## config.mk

```make
export PLATFORM = sky130hd
export DESIGN_NAME = fpu_wb_arbiter
export DESIGN_NICKNAME = d
export VERILOG_FILES = /design/src/rtl/fpu_wb_pkg.sv /design/src/rtl/fpu_wb_rr_arbiter.sv /design/src/rtl/fpu_wb_arbiter.sv
export SDC_FILE = /design/constraint.sdc
export NUM_CORES = 1
export LEC_CHECK = 0
export BUFFER_PORTS_ARGS = -buffer_cell sky130_fd_sc_hd__buf_2
export CAP_MARGIN = 0
export CORE_AREA = 2 2 208 210
export CTS_CLUSTER_SIZE = 40
export DETAILED_ROUTE_END_ITERATION = 12
export DIE_AREA = 0 0 210 212
export GPL_ROUTABILITY_DRIVEN = 0
export SETUP_SLACK_MARGIN = 0.5
export SLEW_MARGIN = 20
export SYNTH_ARGS = -nofsm -noshare
export SYNTH_HDL_FRONTEND = slang
export SYNTH_SLANG_ARGS = --single-unit
```

## constraint.sdc

```tcl
create_clock -name clk -period 15.8 [get_ports clk]
set_clock_uncertainty 0.1 [all_clocks]
set_input_delay 1.58 -clock clk [delete_from_list [all_inputs] [get_ports clk]]
set_output_delay 1.58 -clock clk [all_outputs]
set_load 0.01 [all_outputs]
```

## src/rtl/fpu_wb_pkg.sv

```systemverilog
// Shared constants for the FP writeback arbiter: source indices, arbitration modes, output-stage state.
// Latency: n/a (definitions only).
// Backpressure: n/a.
package fpu_wb_pkg;

    localparam int NSRC_DEFAULT = 12;

    // Execution-unit result sources, in their fixed-priority order
    localparam int SRC_ADDS   = 0;
    localparam int SRC_ADDPS  = 1;
    localparam int SRC_SUBS   = 2;
    localparam int SRC_SUBPS  = 3;
    localparam int SRC_MULS   = 4;
    localparam int SRC_MULPS  = 5;
    localparam int SRC_DIVS   = 6;
    localparam int SRC_CVTPSS = 7;
    localparam int SRC_CVT0   = 8;
    localparam int SRC_CVTSPL = 9;
    localparam int SRC_CVTSPU = 10;
    localparam int SRC_MTC1   = 11;

    // Arbitration modes
    localparam int PRIO_RR    = 0;
    localparam int PRIO_FIXED = 1;

    // Output-stage occupancy
    typedef enum logic {
        WB_EMPTY = 1'b0,
        WB_FULL  = 1'b1
    } wb_state_e;

endpackage

```

## src/rtl/fpu_wb_rr_arbiter.sv

```systemverilog
// Combinational arbiter: round-robin search from ptr (mode=0) or lowest-index-first (mode=1).
// Latency: zero cycles, purely combinational; the pointer register lives in the parent.
// Backpressure: none here; the parent gates the grant with its own load enable.
//   req   : request vector
//   ptr   : round-robin start index (ignored when mode=1)
//   mode  : 0 = round-robin, 1 = fixed priority
//   grant : one-hot grant (zero when no request)
//   idx   : encoded index of the granted request
//   any   : at least one request present
module rr_arbiter #(
    parameter int N  = 12,
    parameter int PW = (N > 1) ? $clog2(N) : 1
) (
    input  logic [N-1:0]  req,
    input  logic [PW-1:0] ptr,
    input  logic          mode,
    output logic [N-1:0]  grant,
    output logic [PW-1:0] idx,
    output logic          any
);

    logic [PW-1:0] start;
    logic [PW:0]   sum;
    logic [PW-1:0] cand;

    assign start = mode ? '0 : ptr;

    // Walk every offset from the start point, wrapping modulo N; the first
    // requester found wins. The extra sum bit keeps ptr+k from overflowing.
    always_comb begin
        grant = '0;
        idx   = '0;
        any   = 1'b0;
        sum   = '0;
        cand  = '0;
        for (int k = 0; k < N; k++) begin
            sum = {1'b0, start} + (PW+1)'(k);
            if (sum >= (PW+1)'(N)) begin
                sum = sum - (PW+1)'(N);
            end
            cand = sum[PW-1:0];
            if (!any && req[cand]) begin
                grant[cand] = 1'b1;
                idx         = cand;
                any         = 1'b1;
            end
        end
    end

endmodule

```

## src/rtl/fpu_wb_arbiter.sv

```systemverilog
// FP writeback arbiter: picks one of NSRC execution results per cycle into a registered output stage.
// Latency: one cycle from src accept to wb_* valid; one result per cycle while wb_ready=1.
// Backpressure: wb_ready low while full holds wb_* stable and forces every src_ready to 0.
//   clk, rst          : clock, synchronous active-high reset
//   src_valid/ready   : per-source handshake (src_ready one-hot or zero)
//   src_data, src_tag : per-source result and destination tag, packed by source index
//   wb_valid/ready    : output-stage handshake toward the FP register file
//   wb_data/tag/src   : registered result, tag and producing source index
//   conflict_cnt      : saturating count of cycles with two or more sources valid
module fpu_wb_arbiter
    import fpu_wb_pkg::*;
#(
    parameter int NSRC      = NSRC_DEFAULT,
    parameter int DW        = 32,
    parameter int TAGW      = 5,
    parameter int PRIO_MODE = PRIO_RR
) (
    input  logic                    clk,
    input  logic                    rst,
    input  logic [NSRC-1:0]         src_valid,
    output logic [NSRC-1:0]         src_ready,
    input  logic [NSRC*DW-1:0]      src_data,
    input  logic [NSRC*TAGW-1:0]    src_tag,
    output logic                    wb_valid,
    input  logic                    wb_ready,
    output logic [DW-1:0]           wb_data,
    output logic [TAGW-1:0]         wb_tag,
    output logic [$clog2(NSRC)-1:0] wb_src,
    output logic [15:0]             conflict_cnt
);

    localparam int  SW    = $clog2(NSRC);
    localparam logic FIXED = (PRIO_MODE == PRIO_FIXED);

    wb_state_e       state;
    logic [SW-1:0]   rr_ptr;
    logic [NSRC-1:0] grant;
    logic [SW-1:0]   gnt_idx;
    logic            gnt_any;
    logic            load_en;
    logic            xfer;
    logic            multi;
    logic [DW-1:0]   sel_data;
    logic [TAGW-1:0] sel_tag;

    rr_arbiter #(
        .N  (NSRC),
        .PW (SW)
    ) u_arb (
        .req   (src_valid),
        .ptr   (rr_ptr),
        .mode  (FIXED),
        .grant (grant),
        .idx   (gnt_idx),
        .any   (gnt_any)
    );

    assign wb_valid = (state == WB_FULL);
    assign load_en  = !wb_valid || wb_ready;

    // Grants are held off during reset so no source believes it was accepted
    // by a stage that is about to be cleared.
    assign src_ready = (load_en && !rst) ? grant : '0;
    assign xfer      = load_en && !rst && gnt_any;

    // More than one bit set: clearing the lowest set bit leaves something.
    assign multi = |(src_valid & (src_valid - NSRC'(1)));

    always_comb begin
        sel_data = '0;
        sel_tag  = '0;
        for (int i = 0; i < NSRC; i++) begin
            if (gnt_idx == SW'(i)) begin
                sel_data = src_data[i*DW +: DW];
                sel_tag  = src_tag[i*TAGW +: TAGW];
            end
        end
    end

    always_ff @(posedge clk) begin
        if (rst) begin
            state        <= WB_EMPTY;
            wb_data      <= '0;
            wb_tag       <= '0;
            wb_src       <= '0;
            rr_ptr       <= '0;
            conflict_cnt <= '0;
        end else begin
            if (multi && (conflict_cnt != 16'hFFFF)) begin
                conflict_cnt <= conflict_cnt + 16'd1;
            end

            // Payload only moves on a transfer; on drain it keeps its last value.
            if (xfer) begin
                wb_data <= sel_data;
                wb_tag  <= sel_tag;
                wb_src  <= gnt_idx;
                if (!FIXED) begin
                    rr_ptr <= (gnt_idx == SW'(NSRC-1)) ? '0 : gnt_idx + SW'(1);
                end
            end

            case (state)
                WB_EMPTY: begin
                    if (xfer) begin
                        state <= WB_FULL;
                    end
                end
                WB_FULL: begin
                    // wb_ready with a new transfer stays FULL (back-to-back);
                    // !wb_ready blocks xfer entirely, so state simply holds.
                    if (wb_ready && !xfer) begin
                        state <= WB_EMPTY;
                    end
                end
                default: state <= WB_EMPTY;
            endcase
        end
    end

endmodule

```

; Word level (Yosys, flattened, before mapping)
; Cells that the tools add are included.
[word_totals]
ff_bits = 62
latchBits = 0
ram_bits = 0
rom_bits = 0
in_bits = 459
out_inout_bits = 70
elab_cells = 262
memories = 0
[op_classes]
add_sub_neg = 26
n_mul = 0
div = 0
order_cmp = 36
eq_ne = 12
shift = 0
mux = 125
bitwise_logic = 13
reduce_logical = 44
[ops]
columns = cell, count
row1 = $mux 32, 12
row2 = $mux 12, 13
row3 = $or 12x12->12, 11
row4 = $mux 4, 25
row5 = $lt 4x5->1 const B, 12
row6 = $mux 5, 12
row7 = $ge 5x4->1 const B, 11
row8 = $bmux 1 s4, 12
row9 = $demux 1 s4, 12
row10 = $ge 4x1->1 const B, 12
row11 = $sub 4x4->4 const B, 12
row12 = $mux 1, 38
row13 = $logic_and 1x1->1, 27
row14 = $add 4x3->5 const B, 4
row15 = $add 4x4->5 const B, 4
row16 = $add 16x1->16 const B, 1
row17 = $eq 4x3->1 const B, 4
row18 = $eq 4x4->1 const B, 4
row19 = $ne 16x16->1 const B, 1
row20 = $logic_not 1->1, 14
row21 = $and 12x12->12, 1
row22 = $reduce_or 12->1, 1
row23 = $sub 12x1->12 const B, 1
row24 = $add 4x2->5 const B, 2
row25 = 9 further kinds, 10

; Longest topological paths before layout
; Gate-level depths: netlist of the first run.
[logic_depth]
depth_word = 51
mapped_depth = 35
mapped_depth_nobuf = 26

; Hierarchy
; A second synthesis of the first run with hierarchy kept.
[hier_totals]
cells_unflattened = 1356
area_unflattened_um2 = 9668.0
[by_module_without_submodules]
columns = module, n_inst, cells_per_inst, area_each_um2, seq_area_each_um2
row1 = fpu_wb_arbiter, 1, 915, 6424.9, 1241.2
row2 = rr_arbiter, 1, 441, 3243.1, 0.0

; Least setup slack after synthesis of the first run
; No wires, ideal clock.
[synth_timing]
kind = flip-flop to flip-flop
startpoint = register rr_ptr[1]
endpoint = register wb_data[0]
setup_ns = 0.074
arrival_time_ns = 6.620
required_time_ns = 15.626
path_slack_ns = 9.005
path_stages_with_launch = 33
n_path_buf = 9
period_less_slack_ns = 6.795
path_cell_list = dfxtp_1 -> buf_2 -> buf_2 -> inv_1 -> ha_1 -> xnor2_1 -> inv_1 -> clkbuf_1 -> buf_1 -> ha_1 -> and2_1 -> or3_1 -> o31ai_1 -> nand2_1 -> and4bb_1 -> and4_1 -> buf_2 -> a21oi_1 -> o2bb2ai_1 -> nand2b_1 -> o21a_1 -> inv_1 -> ha_1 -> clkbuf_1 -> clkinv_1 -> nor2_1 -> clkbuf_1 -> clkbuf_1 -> clkbuf_1 -> a221oi_1 -> nor4_1 -> o31ai_1 -> a31oi_1
[synth_via]
elab_chain_len = 51
word_cells_on_any_way = 142
classes_between = add/sub: 23 / order compare: 12 / eq/ne: 11 / mux: 72 / reduce/logical: 24
[synth_lines]
columns = item, line
row1 = from (decl), fpu_wb_arbiter.sv:36  ; logic [SW-1:0] rr_ptr;
row2 = from (signal assigned), fpu_wb_arbiter.sv:99  ; rr_ptr <= (gnt_idx == SW'(NSRC-1)) ? '0 : gnt_idx + SW'(1);
row3 = "parallel branches: the longest is 37 deep, another holds $add 4x1->5", --
row4 = $mux 4 (*), fpu_wb_rr_arbiter.sv:42  ; if (!any && req[cand]) begin
row5 = net gnt_idx[1], fpu_wb_arbiter.sv:38  ; logic [SW-1:0] gnt_idx;
row6 = $logic_not 4->1, fpu_wb_arbiter.sv:73  ; if (gnt_idx == SW'(i)) begin
row7 = $mux 32 (11 in a row), fpu_wb_arbiter.sv:73
row8 = $mux 32 (*), fpu_wb_arbiter.sv:73
row9 = to (signal assigned), fpu_wb_arbiter.sv:95  ; wb_data <= sel_data;
row10 = to (decl), fpu_wb_arbiter.sv:26  ; output logic [DW-1:0] wb_data,
; Mark *: on every way through the listed nets, which the timed path passes. The select of a mux whose other input is x is not followed.
; A chain may end at the register's enable or synchronous reset.

; Final worst setup path of the first run
[layout_timing]
startpoint = register rr_ptr[1]
endpoint = register wb_data[22]
; Same word-level chain as after synthesis.

==> impl_metrics.json, run 1 <==
{
  "fmax_ghz": 0.0957,
  "maxCapViolations": 0,
  "vias": 13960,
  "synth_top_flop_cell": "dfxtp_1",
  "maxSlewHeadroom": 0.180,
  "crit_slowest_cell": "a2111oi_0",
  "crit_start": "rr_ptr[1]$_SDFFE_PP0P_",
  "path_class": "reg2reg",
  "crit_path_end": "wb_data[22]$_SDFFE_PP0P_",
  "finalHoldViolCount": 0,
  "avgSynthCellArea_um2": 7.11,
  "path_clk_slew_ns": 0.07,
  "grt_pass1_vias": 13090,
  "grt_pass1_wl_um": 83300,
  "synth_cell_types": 106,
  "wl_per_cell_um": 24.9,
  "final_common_cell": "buf_2",
  "cp_data_arrival_time_ns": 10.64,
  "crit_chain": "inv_1 > ha_1 > xnor2_1 > inv_1 > ha_1 > and2_1 > or3_1 > o221ai_1 > o2bb2a_1 > and4bb_1 > nand4_1 > nor4b_1 > o2bb2ai_1 > nand4_1 > o21a_1 > ha_4 > inv_1 > buf_4 > nand2_1 > a221o_1 > o21ai_0 > a2111oi_0 > o311ai_1 > a21oi_1",
  "place_hpwl_um": 46100,
  "tightest_slew_ns": 1.20,
  "cts_inserted_buffers": 9,
  "ant_nets": 0,
  "core-area_um2": 42500,
  "setup_tns_ns": 0,
  "synth_fp_nets": 1854,
  "drive_gt1_frac": 0.356,
  "fill_cells": 4593,
  "tritoncts": "built",
  "cts-hold-fix-buffers": 0,
  "grt_overflow": 0,
  "io_buffers": 528,
  "status": "finished clean",
  "dieArea_um2": 44500,
  "clock_latency_ns": 0.35,
  "mostFrequentLayoutCells": "buf_2, nand2_1, a21oi_1",
  "async_reset_ff_frac": 0,
  "cts_buffer_depth": 2,
  "r2r-start": "rr_ptr[1]$_SDFFE_PP0P_",
  "netlist_instances": 1366,
  "yosysWarnings": 0,
  "cp_slowest_stage_delay_ns": 0.96,
  "dr.pass1.iters": 9,
  "rr_endpoint": "wb_data[22]$_SDFFE_PP0P_",
  "ys_seq_area_frac": 0.128,
  "grtUsageTotal": 0.249,
  "die_width_um": 210,
  "final_nets": 2282,
  "die_h_um": 212,
  "layout_min_cycle_time_ns": 10.45,
  "synth_area_um2": 9710,
  "htree_levels": 3,
  "synthToLayoutAreaGrowth_pct": 33.8,
  "cp_max_fo": 78,
  "cp_common_cell": "inv_1",
  "initial_core_util": 0.228,
  "drc": 0,
  "timing.reg2reg.worst_path_depth": 24,
  "min_path_type": "reg2reg",
  "cp_data_required_time_ns": 15.99,
  "cts-resized-gates": 0,
  "synth_edf_count": 0,
  "root_buffer": "clkbuf_16",
  "slew_violations": 0,
  "antenna_found_initial": 29,
  "via_per_inst": 5.91,
  "cts_setup_buffers": 0,
  "clkSinkCount": 62,
  "setup_viol": 0,
  "fin_crit_sh": 0.661,
  "ys_seq_elements": 62,
  "rows": 76,
  "rrSetupSlack_ns": 5.35,
  "rsz0062_at_grt": "false",
  "pin_count": 529,
  "cp-end-kind": "flip-flop",
  "grt_max_degree": 101,
  "worst_setup_path_start_kind": "flip-flop",
  "drt_iter0_drc": 1611,
  "routed_wl_um": 58800
}
==> worst max-delay path: cells and delay by family, from the launching register on <==
| family | cells | cell delay, ns |
|---|---|---|
| simple gates | 7 | 2.69 |
| compound gates | 9 | 2.68 |
| fa+ha+maj | 3 | 1.63 |
| buf+inv | 4 | 1.39 |
| flops | 1 | 0.92 |
| xor+xnor | 1 | 0.92 |
==> stage by stage <==
step	hold slack [ns]	cells	utilization	setup slack [ns]	area, µm²
2_1_floorplan	0.378	1366	-	9.01	9710
3_3_place_gp	0.344	2329	0.297	5.92	12600
3_5_place_dp	0.353	2329	0.297	5.68	12600
4_1_cts	0.364	2345	0.304	5.66	12900
5_1_grt	0.385	2358	0.305	4.75	13000
6_report	0.356	2362	0.306	5.35	13000
==> kinds of logic after synthesis <==
kind of cell | Yosys count | share of synthesized area
mux | 38 | 0.0570
simple gates | 442 | 0.228
xor+xnor | 24 | 0.0232
buf+inv | 168 | 0.0777
flops | 62 | 0.128
compound gates | 600 | 0.446
fa+ha+maj | 32 | 0.0405
==> flip-flops by register name, summed over array words and instances, names as in the netlist <==
register / count
conflict_cnt: 16
wb_valid: 1
wb_src: 4
rr_ptr: 4
wb_tag: 5
wb_data: 32
==> worst min-delay path by stage <==
stage	slack (ns)	depth (start not counted)	from	endpoint
2_1_floorplan	0.38	2	wb_src[2]$_SDFFE_PP0P_	wb_src[2]$_SDFFE_PP0P_
3_3_place_gp	0.34	2	wb_src[2]$_SDFFE_PP0P_	wb_src[2]$_SDFFE_PP0P_
3_5_place_dp	0.35	2	wb_src[2]$_SDFFE_PP0P_	wb_src[2]$_SDFFE_PP0P_
4_1_cts	0.36	2	wb_src[2]$_SDFFE_PP0P_	wb_src[2]$_SDFFE_PP0P_
5_1_grt	0.38	2	wb_src[2]$_SDFFE_PP0P_	wb_src[2]$_SDFFE_PP0P_
6_report	0.36	2	wb_src[2]$_SDFFE_PP0P_	wb_src[2]$_SDFFE_PP0P_
==> per-layer routing <==
layer,up-vias,part of all wire,GRT usage
met5,-,0.0022,0
met4,20,0.048,0.110
met3,196,0.091,0.0691
met2,904,0.46,0.405
met1,6577,0.40,0.307
li1,6263,-,-
==> cells in the mapped netlist, types with 11 or more instances <==
master | count | share of area
a2111oi_0 | 12 | 0.011
a21boi_0 | 15 | 0.012
a21o_1 | 14 | 0.011
a21oi_1 | 127 | 0.065
a221o_1 | 43 | 0.044
a221oi_1 | 26 | 0.023
a222oi_1 | 24 | 0.025
a22oi_1 | 26 | 0.020
a31oi_1 | 14 | 0.0090
and3_1 | 17 | 0.011
buf_2 | 18 | 0.0093
clkbuf_1 | 92 | 0.036
dfxtp_1 | 62 | 0.13
ha_1 | 29 | 0.037
inv_1 | 33 | 0.013
mux2_2 | 18 | 0.021
mux4_2 | 12 | 0.028
nand2_1 | 133 | 0.051
nand2b_1 | 12 | 0.0077
nand3_1 | 43 | 0.022
nand4_1 | 19 | 0.012
nor2_1 | 93 | 0.036
nor3_1 | 35 | 0.018
nor4_1 | 18 | 0.012
o211a_1 | 17 | 0.018
o211ai_1 | 17 | 0.013
o21a_1 | 15 | 0.012
o21ai_0 | 104 | 0.054
o221ai_1 | 29 | 0.026
o22ai_1 | 24 | 0.015
o311ai_1 | 13 | 0.012
o31ai_1 | 12 | 0.0093
or3_1 | 11 | 0.0071
xnor2_1 | 13 | 0.012
==> cell type report <==
class | count | area [µm²] | share of cell area
antenna | 17 | 42.5 | 0.00327
clock buffer | 10 | 229 | 0.0176
clock inverter | 6 | 86.3 | 0.00664
inverter | 38 | 143 | 0.0110
multi-input combinational | 1136 | 7780 | 0.599
sequential | 62 | 1240 | 0.0955
tap | 546 | 683 | 0.0526
timing repair buffer | 547 | 2790 | 0.215
Power of run 1 is left out: the tool's default activity adds up to more than one toggle a clock period on the data nets, which glitch-free logic cannot reach.
==> run 2, diff against run 1 <==
--- a/config.mk
+++ b/config.mk
@@ -5,12 +5,13 @@
 export SDC_FILE = /design/constraint.sdc
 export NUM_CORES = 1
 export LEC_CHECK = 0
+export ABC_AREA = 1
 export BUFFER_PORTS_ARGS = -buffer_cell sky130_fd_sc_hd__buf_2
 export CAP_MARGIN = 0
-export CORE_AREA = 2 2 208 210
+export CORE_AREA = 2 2 209 211
 export CTS_CLUSTER_SIZE = 40
 export DETAILED_ROUTE_END_ITERATION = 12
-export DIE_AREA = 0 0 210 212
+export DIE_AREA = 0 0 211 213
 export GPL_ROUTABILITY_DRIVEN = 0
 export SETUP_SLACK_MARGIN = 0.5
 export SLEW_MARGIN = 20
==> constraint.sdc (replaced) <==
create_clock -name clk -period 9.1 [get_ports clk]
set_clock_uncertainty 0.1 [all_clocks]
set_input_delay 0.91 -clock clk [delete_from_list [all_inputs] [get_ports clk]]
set_output_delay 0.91 -clock clk [all_outputs]
set_load 0.01 [all_outputs]
==> run 2 against run 1 <==
  * First-iteration DRC count is 0.56% lower
  * Non-clock buffer count is the same
  * Sequential share of layout area down 0.78 points
  * Cell area is 8.8% higher
  * Routed wire length increased by 7.9%
  * Via count is 13% higher
  * Fmax increased by 40%
  * Highest routed layer unchanged
  * Area after synthesis grew 12%
  * Global-route usage rose by 2.3 points
==> impl_metrics.json, run 2 <==
{
  "min_path_type": "reg2reg",
  "wl_per_cell_um": 20.4,
  "clkSinkCount": 62,
  "regArea_um2": 1240,
  "synth_fp_nets": 2592,
  "via_per_inst": 5.07,
  "crit_slowest_cell": "ha_1",
  "grt_overflow": 0,
  "hold_path_depth": 2,
  "dieArea_um2": 44900,
  "yosysMostFrequentCell": "nand2_1",
  "synth_top_flop_cell": "dfxtp_1",
  "root_buffer": "clkbuf_16",
  "path_clk_slew_ns": 0.06,
  "antenna_found_initial": 42,
  "cts_buffer_depth": 2,
  "synthToLayoutAreaGrowth_pct": 30.1,
  "clock_latency_ns": 0.33,
  "cp_slowest_stage_delay_ns": 0.76,
  "synth_cell_types": 63,
  "hold_start": "wb_src[2]$_SDFFE_PP0P_",
  "cp_max_fo": 59,
  "setup_viol": 0,
  "ys_seq_elements": 62,
  "avgSynthCellArea_um2": 5.16,
  "rrSetupSlack_ns": 1.62,
  "grt_max_degree": 62,
  "rows": 76,
  "min_to": "wb_src[2]$_SDFFE_PP0P_",
  "synth_area_leaders": "nand2_1, dfxtp_1, nand3_1, inv_1, a21oi_1",
  "yosysWarnings": 0,
  "status": "finished clean",
  "synth_area_um2": 10900,
  "synth_common_cells": "nand2_1, nand3_1, inv_1",
  "slew_violations": 0,
  "drive_gt1_frac": 0.258,
  "maxCapViolations": 0,
  "cts_inserted_buffers": 9,
  "cp-end-kind": "flip-flop",
  "place_hpwl_um": 51700,
  "rr_endpoint": "wb_tag[2]$_SDFFE_PP0P_",
  "fmax_ghz": 0.134,
  "mostFrequentLayoutCells": "nand2_1, buf_2, nand3_1",
  "cts-hold-fix-buffers": 0,
  "cp_common_cell": "nand2_1",
  "final_common_cell": "nand2_1",
  "die_width_um": 211,
  "drt_iter0_drc": 1602,
  "ys_seq_area_frac": 0.114,
  "timing.reg2reg.worst_path_depth": 38,
  "regMostFlops": "wb_data",
  "yosys.area.top_type": "nand2_1",
  "worst_setup_path_start_kind": "flip-flop",
  "setup_tns_ns": 0,
  "die_h_um": 213,
  "rsz0062_at_grt": "false",
  "r2r-start": "rr_ptr[1]$_SDFFE_PP0P_",
  "initial_core_util": 0.254,
  "pin_count": 529,
  "grt_pass1_wl_um": 91000,
  "tritoncts": "built",
  "vias": 15794,
  "netlist_instances": 2104,
  "synth_edf_count": 0,
  "largest_register_ffs": 32,
  "cp_data_arrival_time_ns": 7.57,
  "yosys.area.top_type_share": 0.271,
  "routed_wl_um": 63500,
  "ant_nets": 0,
  "path_class": "reg2reg",
  "cp_data_required_time_ns": 9.20,
  "core-area_um2": 42700,
  "fin_crit_sh": 0.822,
  "layout_min_cycle_time_ns": 7.48,
  "top_regs": "wb_data x32, conflict_cnt x16, wb_tag x5",
  "io_buffers": 528,
  "maxSlewHeadroom": 0.410,
  "dr.pass1.iters": 6,
  "cts-resized-gates": 0,
  "cts_setup_buffers": 0,
  "multi_input_area_um2": 8170,
  "drc": 0,
  "finalHoldViolCount": 0,
  "fill_cells": 4980,
  "htree_levels": 3,
  "grtUsageTotal": 0.272,
  "tightest_slew_ns": 0.876,
  "grt_pass1_vias": 14596,
  "final_nets": 3037,
  "async_reset_ff_frac": 0
}
==> run 2: cells by family after synthesis <==
| family | Yosys count | share of synthesized area |
|---|---|---|
| and+or+nand+nor | 1320 | 0.535 |
| AOI/OAI and AO/OA | 331 | 0.175 |
| buffers and inverters | 356 | 0.137 |
| xor gates and xnor gates | 5 | 0.00472 |
| adders and majority gates | 29 | 0.0334 |
| DFF | 62 | 0.114 |
| muxes | 1 | 0.000921 |
==> run 2: area by class of cell <==
| cell class | instances | area share |
|---|---|---|
| clock inverter | 7 | 0.00522 |
| antenna | 18 | 0.00319 |
| timing repair buffer | 547 | 0.197 |
| inverter | 243 | 0.0649 |
| multi-input combinational | 1686 | 0.578 |
| clock buffer | 9 | 0.0159 |
| tap | 546 | 0.0483 |
| sequential | 62 | 0.0878 |
==> run 2: worst max path at each step <==
stage	start	endpoint	depth (start not counted)
floorplan	rr_ptr[1]$_SDFFE_PP0P_	wb_data[28]$_SDFFE_PP0P_	44
global placement	rr_ptr[1]$_SDFFE_PP0P_	wb_tag[2]$_SDFFE_PP0P_	36
detailed placement	rr_ptr[1]$_SDFFE_PP0P_	wb_tag[2]$_SDFFE_PP0P_	38
CTS	rr_ptr[1]$_SDFFE_PP0P_	wb_tag[2]$_SDFFE_PP0P_	36
global route	rr_ptr[1]$_SDFFE_PP0P_	wb_tag[2]$_SDFFE_PP0P_	38
finish	rr_ptr[1]$_SDFFE_PP0P_	wb_tag[2]$_SDFFE_PP0P_	38
==> run 2: metal layers <==
metal / share of wire / global-route usage
met3: 0.089 / 0.0552
met4: 0.045 / 0.110
met2: 0.46 / 0.461
met5: 0.0026 / 0
met1: 0.40 / 0.337
==> run 2: critical path: cells and delay by family, from the launching register on <==
family / cells / cell delay, ns
fa+ha+maj: 3 / 1.26
compound gates: 6 / 0.82
simple gates: 21 / 2.27
buf+inv: 8 / 2.51
flops: 1 / 0.31
==> run 2: stage by stage <==
stage	util	setup WS (ns)	cells	instance area, µm²	hold WS (ns)
CTS	0.330	1.76	3100	14100	0.375
finish	0.331	1.62	3118	14100	0.372
global route	0.331	0.994	3110	14100	0.390
global placement	0.323	1.83	3084	13800	0.352
detailed placement	0.323	1.78	3084	13800	0.353
floorplan	-	3.72	2104	10900	0.390
Power of run 2 is left out for the same reason.
